## config.mk

```make
export PLATFORM = sky130hd
export DESIGN_NAME = dmem_arbiter
export DESIGN_NICKNAME = d
export VERILOG_FILES = /design/src/rtl/dmem_arbiter.sv
export SDC_FILE = /design/constraint.sdc
export NUM_CORES = 1
export LEC_CHECK = 0
export ABC_CLOCK_PERIOD_IN_PS = 2700
export CORE_AREA = 2 2 119 121
export DETAILED_ROUTE_END_ITERATION = 16
export DIE_AREA = 0 0 121 123
export PLACE_DENSITY = 0.88
export SYNTH_ARGS = -nofsm -noshare
export SYNTH_HDL_FRONTEND = slang
export SYNTH_SLANG_ARGS = --single-unit
export TNS_END_PERCENT = 1
```

## constraint.sdc

```tcl
create_clock -name clk -period 2.7 [get_ports clk]
set_input_delay 0.675 -clock clk [delete_from_list [all_inputs] [get_ports clk]]
set_output_delay 0.675 -clock clk [all_outputs]
set_load 0.02 [all_outputs]
```

## src/rtl/dmem_arbiter.sv

```systemverilog
// Round-robin two-port (core/dma) access controller for a single-ported synchronous data memory.
// Latency: req seen in cycle 0, gnt in cycle 1, rvalid with formatted data in cycle 2; one access per 3 cycles.
// Backpressure: a requester holds req and fields stable until its gnt; the losing port is served in the next window.
module dmem_arbiter #(
    parameter int ADDR_W = 32
) (
    input  logic              clk,
    input  logic              rst,
    input  logic              c_req,
    input  logic              c_we,
    input  logic [1:0]        c_size,
    input  logic              c_unsigned,
    input  logic [ADDR_W-1:0] c_addr,
    input  logic [31:0]       c_wdata,
    output logic              c_gnt,
    output logic              c_rvalid,
    output logic [31:0]       c_rdata,
    output logic              c_err,
    input  logic              d_req,
    input  logic              d_we,
    input  logic [1:0]        d_size,
    input  logic              d_unsigned,
    input  logic [ADDR_W-1:0] d_addr,
    input  logic [31:0]       d_wdata,
    output logic              d_gnt,
    output logic              d_rvalid,
    output logic [31:0]       d_rdata,
    output logic              d_err,
    output logic [ADDR_W-1:0] mem_addr,
    output logic [31:0]       mem_din,
    output logic [3:0]        mem_we,
    input  logic [31:0]       mem_dout
);

    typedef enum logic [1:0] {IDLE, ISSUE, RESP} state_t;

    state_t            state, state_nx;
    logic              owner;      // 0 = core, 1 = dma
    logic              prio_dma;   // 1 = dma wins a tie next time
    logic              l_we, l_uns;
    logic [1:0]        l_size;
    logic [ADDR_W-1:0] l_addr;
    logic [31:0]       l_wdata;

    logic              pick_d;
    logic [1:0]        off;
    logic              bad;
    logic [3:0]        lanes;
    logic [31:0]       din;
    logic [31:0]       lane;
    logic [31:0]       fmt;
    logic [31:0]       rd;
    logic              issue, resp;

    // dma wins if it is the only requester or it holds priority
    assign pick_d = d_req && (!c_req || prio_dma);

    // State register
    always_ff @(posedge clk or posedge rst) begin
        if (rst) state <= IDLE;
        else     state <= state_nx;
    end

    // Next-state: fixed three-cycle walk once a request is accepted
    always_comb begin
        state_nx = state;
        case (state)
            IDLE:    if (c_req || d_req) state_nx = ISSUE;
            ISSUE:   state_nx = RESP;
            RESP:    state_nx = IDLE;
            default: state_nx = IDLE;
        endcase
    end

    // Capture the winner's fields and hand priority to the other port
    always_ff @(posedge clk or posedge rst) begin
        if (rst) begin
            owner    <= 1'b0;
            prio_dma <= 1'b0;
            l_we     <= 1'b0;
            l_uns    <= 1'b0;
            l_size   <= 2'b00;
            l_addr   <= '0;
            l_wdata  <= 32'h0;
        end else if (state == IDLE && (c_req || d_req)) begin
            owner    <= pick_d;
            prio_dma <= !pick_d;
            l_we     <= pick_d ? d_we       : c_we;
            l_uns    <= pick_d ? d_unsigned : c_unsigned;
            l_size   <= pick_d ? d_size     : c_size;
            l_addr   <= pick_d ? d_addr     : c_addr;
            l_wdata  <= pick_d ? d_wdata    : c_wdata;
        end
    end

    // Alignment check, byte lanes, store replication and load extraction/extension
    always_comb begin
        off   = l_addr[1:0];
        bad   = 1'b0;
        lanes = 4'b0000;
        din   = l_wdata;
        lane  = mem_dout >> {off, 3'b000};
        fmt   = lane;
        case (l_size)
            2'b00: begin
                lanes = 4'b0001 << off;
                din   = {4{l_wdata[7:0]}};
                fmt   = l_uns ? {24'h0, lane[7:0]} : {{24{lane[7]}}, lane[7:0]};
            end
            2'b01: begin
                bad   = l_addr[0];
                lanes = 4'b0011 << off;
                din   = {2{l_wdata[15:0]}};
                fmt   = l_uns ? {16'h0, lane[15:0]} : {{16{lane[15]}}, lane[15:0]};
            end
            2'b10: begin
                bad   = (off != 2'b00);
                lanes = 4'b1111;
            end
            default: bad = 1'b1;
        endcase
    end

    assign issue = (state == ISSUE);
    assign resp  = (state == RESP);
    assign rd    = (l_we || bad) ? 32'h0 : fmt;

    // Memory side: address/data follow the latched request; enables only during a legal store issue
    assign mem_addr = l_addr;
    assign mem_din  = din;
    assign mem_we   = (issue && l_we && !bad) ? lanes : 4'b0000;

    // Per-port responses gated by ownership so the idle port always sees zeros
    assign c_gnt    = issue && !owner;
    assign d_gnt    = issue && owner;
    assign c_rvalid = resp && !owner;
    assign d_rvalid = resp && owner;
    assign c_err    = resp && !owner && bad;
    assign d_err    = resp && owner && bad;
    assign c_rdata  = (resp && !owner) ? rd : 32'h0;
    assign d_rdata  = (resp && owner) ? rd : 32'h0;

endmodule

```

==> flow_summary.ini, run 1 <==
[run_status]
run_status = finished with violations
violations = setup timing

[sta]
slew_violations = 0
measured_slew_at_the_worst_slew_check_pin_ns = 0.494
finalCriticalPeriod_ns = 2.84
setup-tns-final_ns = -3.96
max_freq_mhz = 352
slew-limit-headroom = 0.668
setup_slack_ns = -0.144
timing.final.crit_share = 1.05
setup_repair_after_global_routing_missed_its_margin = true
final-hold-violation-count = 0
finClkSkew_ns = 0.0126
final-setup-viol-count = 55

[worst_hold_path]
instance_count_along_the_most_critical_hold_path = 2
hp-class = reg -> reg
worst_hold_path.endpoint = mem_addr[4]$_DFFE_PP0P_
worst_hold_startpoint = mem_addr[4]$_DFFE_PP0P_

[floorplan]
die_height_um = 123
design.core.area_um2 = 13600
die_x_um = 121
row_count = 43
ios = 310
fp.dieArea_um2 = 14900
start_util = 0.335

[global_routing]
grt_use_total = 0.262
gr_ovfl_total = 0
first_global_vias = 5722
grt_max_degree = 73
grt_pass1_wl_um = 30000
antenna_found_initial = 1

[routing]
route.detailed.vias_per_inst = 5.48
router_iterations_before_antenna_repair = 8
detailedRoute.firstIterationViolations = 610
detailroute.via_count = 5611
remaining_drc_errors = 0
wl_um = 20500
ant_nets = 0
wire_per_inst_um = 20.0

[clock_network]
cts_made_buffers = 9
hold_buffers = 0
tritoncts_num_sinks = 72
insertion_delay_ns = 0.34
htreeDepth = 3
cts_root_buffer = clkbuf_16
number_of_buffers_between_clock_root_and_the_deepest_sink = 2
tritoncts_clock_tree = done
cts.clk_slew.worst_paths_ns = 0.06

[run]
maxCapViolCount = 0

[logic_synthesis]
share_of_the_yosys_chip_area_belonging_to_registers = 0.395
synth_cells = 501
synth_area_um2 = 4560
syn_area_per_cell_um2 = 9.11
postSynthRegisterBits = 72
yosys.cell_types.count = 44
synthesis.nets = 673
synth_warnings = 0

[critical_path]
startpoint_type = register
reg2reg_setup_slack_ns = 0.82
critical_path_arrival_ns = 2.17
worstPathRequired_ns = 2.03
r2r_cells = 6
reg2reg_from = state[0]$_DFFE_PP0P_
r2r_end = mem_addr[3]$_DFFE_PP0P_
critPathKind = reg -> out
end_kind = output port
worst-path-max-fanout = 7

[place]
io_buffer_count = 309
globalplace.congestion = 0.912
dp.final_hpwl_um = 15000

[cells_and_area]
syn2layout_area_growth_pct = 90.8
leading_cell_type_in_the_layout_fill_and_taps_excluded = clkdlybuf4s50_1
final_nets = 1011
n_antenna_cell = 0
most-common-layout-cells = 213 x clkdlybuf4s50_1, 97 x buf_4, 71 x inv_1, 69 x dfrtp_1, 68 x a222oi_1
final_core_util = 0.640
fraction_of_layout_cells_with_a_size_suffix_above_1 = 0.311

[power_and_ir_drop]
static-leakage-power_nw = 4.03
vdd.ir_drop.worst_mv = 0.649
power_per_cell_area_nw_per_um2 = 1150
==> timing repair <==
| item | CTS | global route |
|---|---|---|
| pin swaps | 9 | 10 |
| cloned | 1 | 1 |
| setup endpoints to repair | 92 | 75 |
| setup buffers | 1 | 3 |
| resized for setup | 349 | 137 |
==> state kept, by name, summed over array words and instances, names as in the netlist <==
name,cells
l_wdata,32
l_we,1
mem_addr,32
l_uns,1
owner,1
state,2
prio_dma,1
l_size,2
==> power by group <==
| part | total [mW] | internal [mW] | switching (mW) |
|---|---|---|---|
| clock | 1.18 | 0.731 | 0.446 |
| combinational | 6.78 | 3.14 | 3.64 |
| sequential | 2.03 | 1.62 | 0.408 |
==> critical path: stages (launching register included) <==
cell      delay, ns
dfrtp_2        0.46
buf_6          0.15
a2111o_1       0.44
o31ai_4        0.10
o311ai_2       0.16
buf_4          0.20
nor2_1         0.15
buf_4          0.16
==> routing by layer <==
layer,part of all wire,vias up,wire (µm),GRT usage
met5,0,-,0,0
met3,0.085,55,1740,0.0646
met4,0.036,0,729,0.125
met1,0.36,2721,7420,0.285
met2,0.52,321,10600,0.476
li1,-,2514,-,-
==> synthesized netlist by cell type <==
cell type  number  share of area
buf_1           6         0.0049
buf_2          11          0.012
nor2_2          1         0.0014
or2_2           1         0.0014
a21boi_0        9          0.015
o32ai_1         1         0.0019
or3b_2          1         0.0019
nand2b_1        2         0.0027
a21o_1          3         0.0049
mux2_2         32          0.079
and3_1          3         0.0041
a2111o_1        1         0.0025
nor2b_1         6         0.0082
nand3b_1        1         0.0016
or4b_4          1         0.0030
mux2i_1        17          0.037
and2_1          1         0.0014
o31ai_4         2         0.0093
buf_6           1         0.0025
a211oi_1        7          0.012
a2111oi_0       2         0.0038
o21bai_4        1         0.0041
a21oi_1        19          0.021
o21a_1          2         0.0033
nor4b_1         1         0.0019
inv_1          72          0.059
o21ai_1         2         0.0022
or3_1           1         0.0014
nand2_1        26          0.021
buf_4           8          0.013
dfrtp_1        72           0.39
clkbuf_1       28          0.023
o21bai_1        1         0.0016
o311ai_2        2         0.0071
o22ai_1         1         0.0014
nor3_1          4         0.0044
a222oi_1       68           0.15
nor3b_1         1         0.0016
xnor2_1         2         0.0038
or4_1           2         0.0033
nor4_1          2         0.0027
o21ai_0        16          0.018
o32a_1          1         0.0022
nor2_1         60          0.049
==> layout make-up <==
class                   count  area [µm²]
multi-input cells         303        2520
fillers                  1095        4900
inverters                  72         272
flip-flops and latches     72        1810
clock inverters             4        45.0
well taps                 180         225
clock buffers              11         243
repair buffers            381        3600
==> stage by stage <==
step | setup slack, ns | area [µm²] | hold WS [ns] | std cells | power, mW
after floorplan | -0.112 | 4570 | 0.457 | 501 | 5.53
final | -0.144 | 8710 | 0.490 | 1023 | 9.99
after CTS | -0.229 | 8360 | 0.494 | 1019 | 9.66
after global placement | -0.852 | 8200 | 0.469 | 1002 | 8.32
after global routing | -0.256 | 8710 | 0.533 | 1023 | 10.6
after detailed placement | -0.871 | 8200 | 0.479 | 1002 | 8.44
==> worst max-delay path by stage <==
| stage | start | end | slack, ns |
|---|---|---|---|
| 3_3_place_gp | mem_dout[31] | d_rdata[9] | -0.85 |
| 5_1_grt | mem_addr[1]$_DFFE_PP0P_ | c_rdata[13] | -0.26 |
| 4_1_cts | mem_dout[7] | c_rdata[20] | -0.23 |
| 3_5_place_dp | mem_dout[31] | d_rdata[11] | -0.87 |
| 6_report | mem_addr[0]$_DFFE_PP0P_ | d_rdata[29] | -0.14 |
| 2_1_floorplan | mem_addr[0]$_DFFE_PP0P_ | mem_we[1] | -0.11 |
==> logic make-up after synthesis <==
kind of cell	after synthesis	share of synthesized area
compound gates	138	0.258
buf+inv	126	0.115
simple gates	114	0.112
flops	72	0.395
mux	49	0.116
xor+xnor	2	0.00384
(Power assumes the default switching activity.)
==> inputs of run 2 (changes only) <==
--- a/config.mk
+++ b/config.mk
@@ -5,10 +5,11 @@
 export SDC_FILE = /design/constraint.sdc
 export NUM_CORES = 1
 export LEC_CHECK = 0
-export ABC_CLOCK_PERIOD_IN_PS = 2700
+export ABC_CLOCK_PERIOD_IN_PS = 2900
 export CORE_AREA = 2 2 119 121
 export DETAILED_ROUTE_END_ITERATION = 16
 export DIE_AREA = 0 0 121 123
+export GPL_TIMING_DRIVEN = 1
 export PLACE_DENSITY = 0.88
 export SYNTH_ARGS = -nofsm -noshare
 export SYNTH_HDL_FRONTEND = slang
==> constraint.sdc (replaced) <==
create_clock -name clk -period 2.9 [get_ports clk]
set_input_delay 0.725 -clock clk [delete_from_list [all_inputs] [get_ports clk]]
set_output_delay 0.725 -clock clk [all_outputs]
set_load 0.02 [all_outputs]
==> run 2 against run 1 <==
- clock skew is 0.0037 ns lower
- register-to-register slack better by 0.12 ns
- sequential power is 6% lower
- clock-buffer cell count is 1 higher
- via count is 4.3% lower
- combinational power is 11% lower
- die area stayed put
- first-iteration DRC count is 9.2% higher
- the run still ends with setup timing left
==> flow_summary.ini, run 2 (synthesis results as in run 1) <==
[run_status]
run_status = finished with violations
violations = setup timing

[critical_path]
r2r_cells = 6
reg2reg_setup_slack_ns = 0.94
cp_slowest_cell = or4b_4
critical_path.n_buffers_inverters = 1
critical_path_arrival_ns = 2.18
worstPathRequired_ns = 2.17
startpoint_type = register
worst-path-max-fanout = 7
path_depth = 5
critPathMaxStageDelay_ns = 0.55
reg2reg_from = state[0]$_DFFE_PP0P_
crit_chain = or4b_4 > or3_4 > o21bai_4 > nor2_1 > buf_2
endpoint = c_rdata[14]
end_kind = output port
r2r_end = l_size[1]$_DFFE_PP0P_
critPathKind = reg -> out
critical-path-top-delay-family = simple AND/OR/NAND/NOR gates
crit_path_start = state[0]$_DFFE_PP0P_

[global_routing]
first_global_vias = 5394
grt_use_total = 0.243
gr_ovfl_total = 0
antenna_found_initial = 1
grt_pass1_wl_um = 28300
grt_max_degree = 73

[clock_network]
cts_made_buffers = 9
number_of_buffers_between_clock_root_and_the_deepest_sink = 2
cts_root_buffer = clkbuf_16
htreeDepth = 3
insertion_delay_ns = 0.32
tritoncts_clock_tree = done
hold_buffers = 0
tritoncts_num_sinks = 72
cts.clk_slew.worst_paths_ns = 0.06

[cells_and_area]
most-common-layout-cells = 229 x clkdlybuf4s50_1, 71 x inv_1, 70 x dfrtp_1, 68 x a222oi_1, 63 x buf_4
final_core_util = 0.610
flip_flop_and_latch_area_um2 = 1800
leading_cell_type_in_the_layout_fill_and_taps_excluded = clkdlybuf4s50_1
final_nets = 1000
multi_input_area_um2 = 2380
count_of_filler_cells_inserted_in_the_layout = 1114
fraction_of_layout_cells_with_a_size_suffix_above_1 = 0.242
syn2layout_area_growth_pct = 82.0

[routing]
wl_um = 19000
ant_nets = 0
detailedRoute.firstIterationViolations = 666
route.detailed.vias_per_inst = 5.30
router_iterations_before_antenna_repair = 9
remaining_drc_errors = 0
detailroute.via_count = 5370
wire_per_inst_um = 18.8

[power_and_ir_drop]
static-leakage-power_nw = 3.93
power_per_cell_area_nw_per_um2 = 1080
vdd.ir_drop.worst_mv = 0.539

[run]
maxCapViolCount = 0

[sta]
setup_slack_ns = -0.00578
final-hold-violation-count = 0
finalCriticalPeriod_ns = 2.91
slew_violations = 0
timing.final.crit_share = 1.00
fin_hold_ws_ns = 0.499
final-setup-viol-count = 1
measured_slew_at_the_worst_slew_check_pin_ns = 0.575
max_freq_mhz = 344
slew-limit-headroom = 0.617
finClkSkew_ns = 0.00894
setup_repair_after_global_routing_missed_its_margin = true

[floorplan]
start_util = 0.335
ios = 310
row_count = 43
die_x_um = 121
die_height_um = 123
fp.dieArea_um2 = 14900
design.core.area_um2 = 13600

[worst_hold_path]
hp-class = reg -> reg

[place]
dp.final_hpwl_um = 14300
io_buffer_count = 309
globalplace.congestion = 0.925
## run 2: cell types whose count changed in the layout (fill, tap and decap cells not counted), moves of 15 or more
cell             delta
a21oi_2            -15
buf_6              -19
nor2_2             -16
buf_4              -34
nor2_1             +17
buf_2              +39
clkdlybuf4s50_1    +16
a21oi_1            +15
## run 2: worst min path at each step
stage	cells past startpoint	from	end	slack (ns)
final	2	mem_addr[2]$_DFFE_PP0P_	mem_addr[2]$_DFFE_PP0P_	0.50
after floorplan	2	l_wdata[24]$_DFFE_PP0P_	l_wdata[24]$_DFFE_PP0P_	0.46
after global routing	2	l_wdata[30]$_DFFE_PP0P_	l_wdata[30]$_DFFE_PP0P_	0.52
after CTS	2	mem_addr[5]$_DFFE_PP0P_	mem_addr[5]$_DFFE_PP0P_	0.50
after detailed placement	2	mem_addr[5]$_DFFE_PP0P_	mem_addr[5]$_DFFE_PP0P_	0.48
after global placement	2	mem_addr[9]$_DFFE_PP0P_	mem_addr[9]$_DFFE_PP0P_	0.47
## run 2: report_power, final
part / internal [mW] / leakage (nW) / switching, mW
clock: 0.670 / 0.137 / 0.420
sequential: 1.51 / 0.886 / 0.389
combinational: 2.86 / 2.90 / 3.17
total: 5.03 / 3.93 / 3.98
## run 2: worst reg2reg max path: stages (launching register included)
cell	delay, ns
dfrtp_1	0.39
buf_4	0.14
nor2_1	0.26
and3_2	0.63
buf_12	0.28
a222oi_1	0.12
inv_1	0.08
## run 2: through the flow
| stage | setup TNS, ns | cells | setup WS [ns] | power [mW] | instance area, µm² |
|---|---|---|---|---|---|
| floorplan | 0 | 501 | 0.0155 | 5.14 | 4560 |
| global placement | -26.42 | 997 | -0.679 | 7.71 | 8150 |
| detailed placement | -28.93 | 997 | -0.720 | 7.80 | 8150 |
| CTS | -0.502 | 1013 | -0.119 | 8.92 | 8360 |
| global route | -0.120 | 1013 | -0.0478 | 9.57 | 8300 |
| finish | -0.00578 | 1014 | -0.00578 | 9.01 | 8310 |
## run 2: timing repair
| action | in CTS | in global routing |
|---|---|---|
| gates resized for setup | 261 | 57 |
| setup buffers | 0 | 0 |
| pin swaps | 4 | 4 |
| setup endpoints to repair | 77 | 58 |
## run 2: layout make-up
cell class | instances | area share
Inverter | 72 | 0.0325
Clock inverter | 4 | 0.00663
Multi-Input combinational cell | 303 | 0.287
Clock buffer | 12 | 0.0285
Tap cell | 180 | 0.0271
Sequential cell | 72 | 0.217
Antenna cell | 1 | 0.000301
Timing Repair Buffer | 370 | 0.401
## run 2: metal layers
layer,GRT usage,share of wire,vias to the layer above
met5,0,0,-
met4,0.0814,0.025,0
met3,0.0673,0.094,33
met2,0.449,0.52,312
met1,0.268,0.36,2532
li1,-,-,2493
==> inputs of run 3 (changes only) <==
--- a/config.mk
+++ b/config.mk
@@ -6,11 +6,12 @@
 export NUM_CORES = 1
 export LEC_CHECK = 0
 export ABC_CLOCK_PERIOD_IN_PS = 2900
-export CORE_AREA = 2 2 119 121
+export CAP_MARGIN = 20
+export CORE_MARGIN = 8
+export CORE_UTILIZATION = 36
 export DETAILED_ROUTE_END_ITERATION = 16
-export DIE_AREA = 0 0 121 123
 export GPL_TIMING_DRIVEN = 1
-export PLACE_DENSITY = 0.88
+export PLACE_DENSITY = 0.92
 export SYNTH_ARGS = -nofsm -noshare
 export SYNTH_HDL_FRONTEND = slang
 export SYNTH_SLANG_ARGS = --single-unit
==> run 3 against run 2 <==
- the run still ends with setup timing left
- critical endpoint is now d_rdata[19]
- sequential power about the same
- global-route usage increased by 0.24 points
- critical path depth increased by 1
- combinational power decreased by 1%
- power increased by 0.46%
- clock-buffer cell count increased by 1
- final cell count decreased by 1.1%
- final area about the same
- fmax about the same
- setup slack about the same
- critical path type unchanged
==> flow_summary.ini, run 3 (synthesis results as in run 1) <==
[place]
globalplace.congestion = 0.985
dp.final_hpwl_um = 16800
io_buffer_count = 309
placed_cells_incl_taps = 985

[sta]
final-setup-viol-count = 1
fin_hold_ws_ns = 0.498
max_freq_mhz = 344
final-hold-violation-count = 0
slew_violations = 0
slew-limit-headroom = 0.690
finClkSkew_ns = 0.00552
timing.final.crit_share = 1.00
setup-tns-final_ns = -0.00598
finalCriticalPeriod_ns = 2.91
measured_slew_at_the_worst_slew_check_pin_ns = 0.454
setup_slack_ns = -0.00598
setup_repair_after_global_routing_missed_its_margin = true

[cells_and_area]
leading_cell_type_in_the_layout_fill_and_taps_excluded = clkdlybuf4s50_1
most-common-layout-cells = 226 x clkdlybuf4s50_1, 78 x buf_4, 71 x inv_1, 69 x dfrtp_1, 68 x a222oi_1
final_nets = 997
finish.cell_count_without_fillers = 1003
count_of_filler_cells_inserted_in_the_layout = 1046
flip_flop_and_latch_area_um2 = 1810
syn2layout_area_growth_pct = 82.0
fraction_of_layout_cells_with_a_size_suffix_above_1 = 0.237
multi_input_area_um2 = 2320

[routing]
remaining_drc_errors = 0
route.detailed.vias_per_inst = 5.53
wire_per_inst_um = 21.2
detailroute.via_count = 5544
router_iterations_before_antenna_repair = 12
wl_um = 21300
ant_nets = 0
detailedRoute.firstIterationViolations = 650

[floorplan]
row_count = 41
start_util = 0.365
die_height_um = 129
ios = 310
die_x_um = 129
fp.dieArea_um2 = 16500
design.core.area_um2 = 12500

[power_and_ir_drop]
vdd.ir_drop.worst_mv = 0.745
static-leakage-power_nw = 3.95
power_per_cell_area_nw_per_um2 = 1090
post-layout-total-power_mw = 9.05

[clock_network]
tritoncts_clock_tree = done
number_of_buffers_between_clock_root_and_the_deepest_sink = 2
htreeDepth = 3
tritoncts_num_sinks = 72
cts_root_buffer = clkbuf_16
cts_made_buffers = 9
cts.clk_slew.worst_paths_ns = 0.06
insertion_delay_ns = 0.33

[global_routing]
gr_ovfl_total = 0
antenna_found_initial = 1
grt_max_degree = 44
grt_use_total = 0.245
grt_pass1_wl_um = 31700
first_global_vias = 5812

[critical_path]
end_kind = output port
r2r_cells = 6
worst-path-max-fanout = 17
worstPathRequired_ns = 2.17
critical_path_arrival_ns = 2.18
startpoint_type = register
critPathKind = reg -> out

[run_status]
violations = setup timing
run_status = finished with violations

[worst_hold_path]
hp-class = reg -> reg
instance_count_along_the_most_critical_hold_path = 2

[run]
maxCapViolCount = 0
-- run 3: worst max-delay path, cell delays in order (launching register included) --
cell	delay [ns]
dfrtp_1	0.40
buf_4	0.17
o21a_1	0.19
or4_4	0.52
buf_8	0.18
a21oi_1	0.12
clkdlybuf4s15_2	0.27
-- run 3: routing by layer --
metal  part of all wire  wire (µm)  global-route usage  vias to the layer above
li1                   -          -                   -                     2485
met1               0.36       7740               0.255                     2663
met2               0.51      10800               0.440                      345
met3              0.091       1930              0.0732                       51
met4              0.040        842               0.126                        0
met5                  0          0                   0                        -
-- run 3: power by group --
part	switching, mW	internal [mW]	total, mW
Clock	0.400	0.776	1.18
Combinational	3.20	2.77	5.97
Sequential	0.392	1.51	1.90
Total	3.99	5.06	9.05
-- run 3: repair_timing --
item	CTS	global route
gates cloned	0	0
pin swaps	2	6
resized for setup	266	73
buffers inserted	1	0
hold buffers	0	0
endpoints found under the setup margin	87	72
hold endpoints to repair	0	0
-- run 3: cell type report --
| cell class | count | share of cell area |
|---|---|---|
| Multi-Input combinational cell | 303 | 0.280 |
| Sequential cell | 72 | 0.217 |
| Clock buffer | 13 | 0.0301 |
| Inverter | 72 | 0.0327 |
| Antenna cell | 1 | 0.000301 |
| Timing Repair Buffer | 367 | 0.406 |
| Tap cell | 172 | 0.0259 |
| Clock inverter | 3 | 0.00783 |
-- run 3: metrics by stage --
step | utilization | setup WS, ns | area [µm²]
2_1_floorplan | - | 0.0155 | 4560
3_3_place_gp | 0.648 | -0.612 | 8110
3_5_place_dp | 0.648 | -0.658 | 8110
4_1_cts | 0.669 | -0.195 | 8370
5_1_grt | 0.663 | -0.0878 | 8300
6_report | 0.663 | -0.00598 | 8300
-- run 3: final timing paths --
kind / startpoint / to / slack [ns]
setup / recovery: mem_addr[0]$_DFFE_PP0P_ / d_rdata[19] / -0.006
hold / removal: mem_addr[6]$_DFFE_PP0P_ / mem_addr[6]$_DFFE_PP0P_ / 0.50
setup reg to reg: state[0]$_DFFE_PP0P_ / l_size[1]$_DFFE_PP0P_ / 1.08
hold reg to reg: mem_addr[6]$_DFFE_PP0P_ / mem_addr[6]$_DFFE_PP0P_ / 0.50
max in group asynchronous: rst / mem_addr[1]$_DFFE_PP0P_ / 1.61
min in group asynchronous: rst / mem_addr[8]$_DFFE_PP0P_ / 0.68
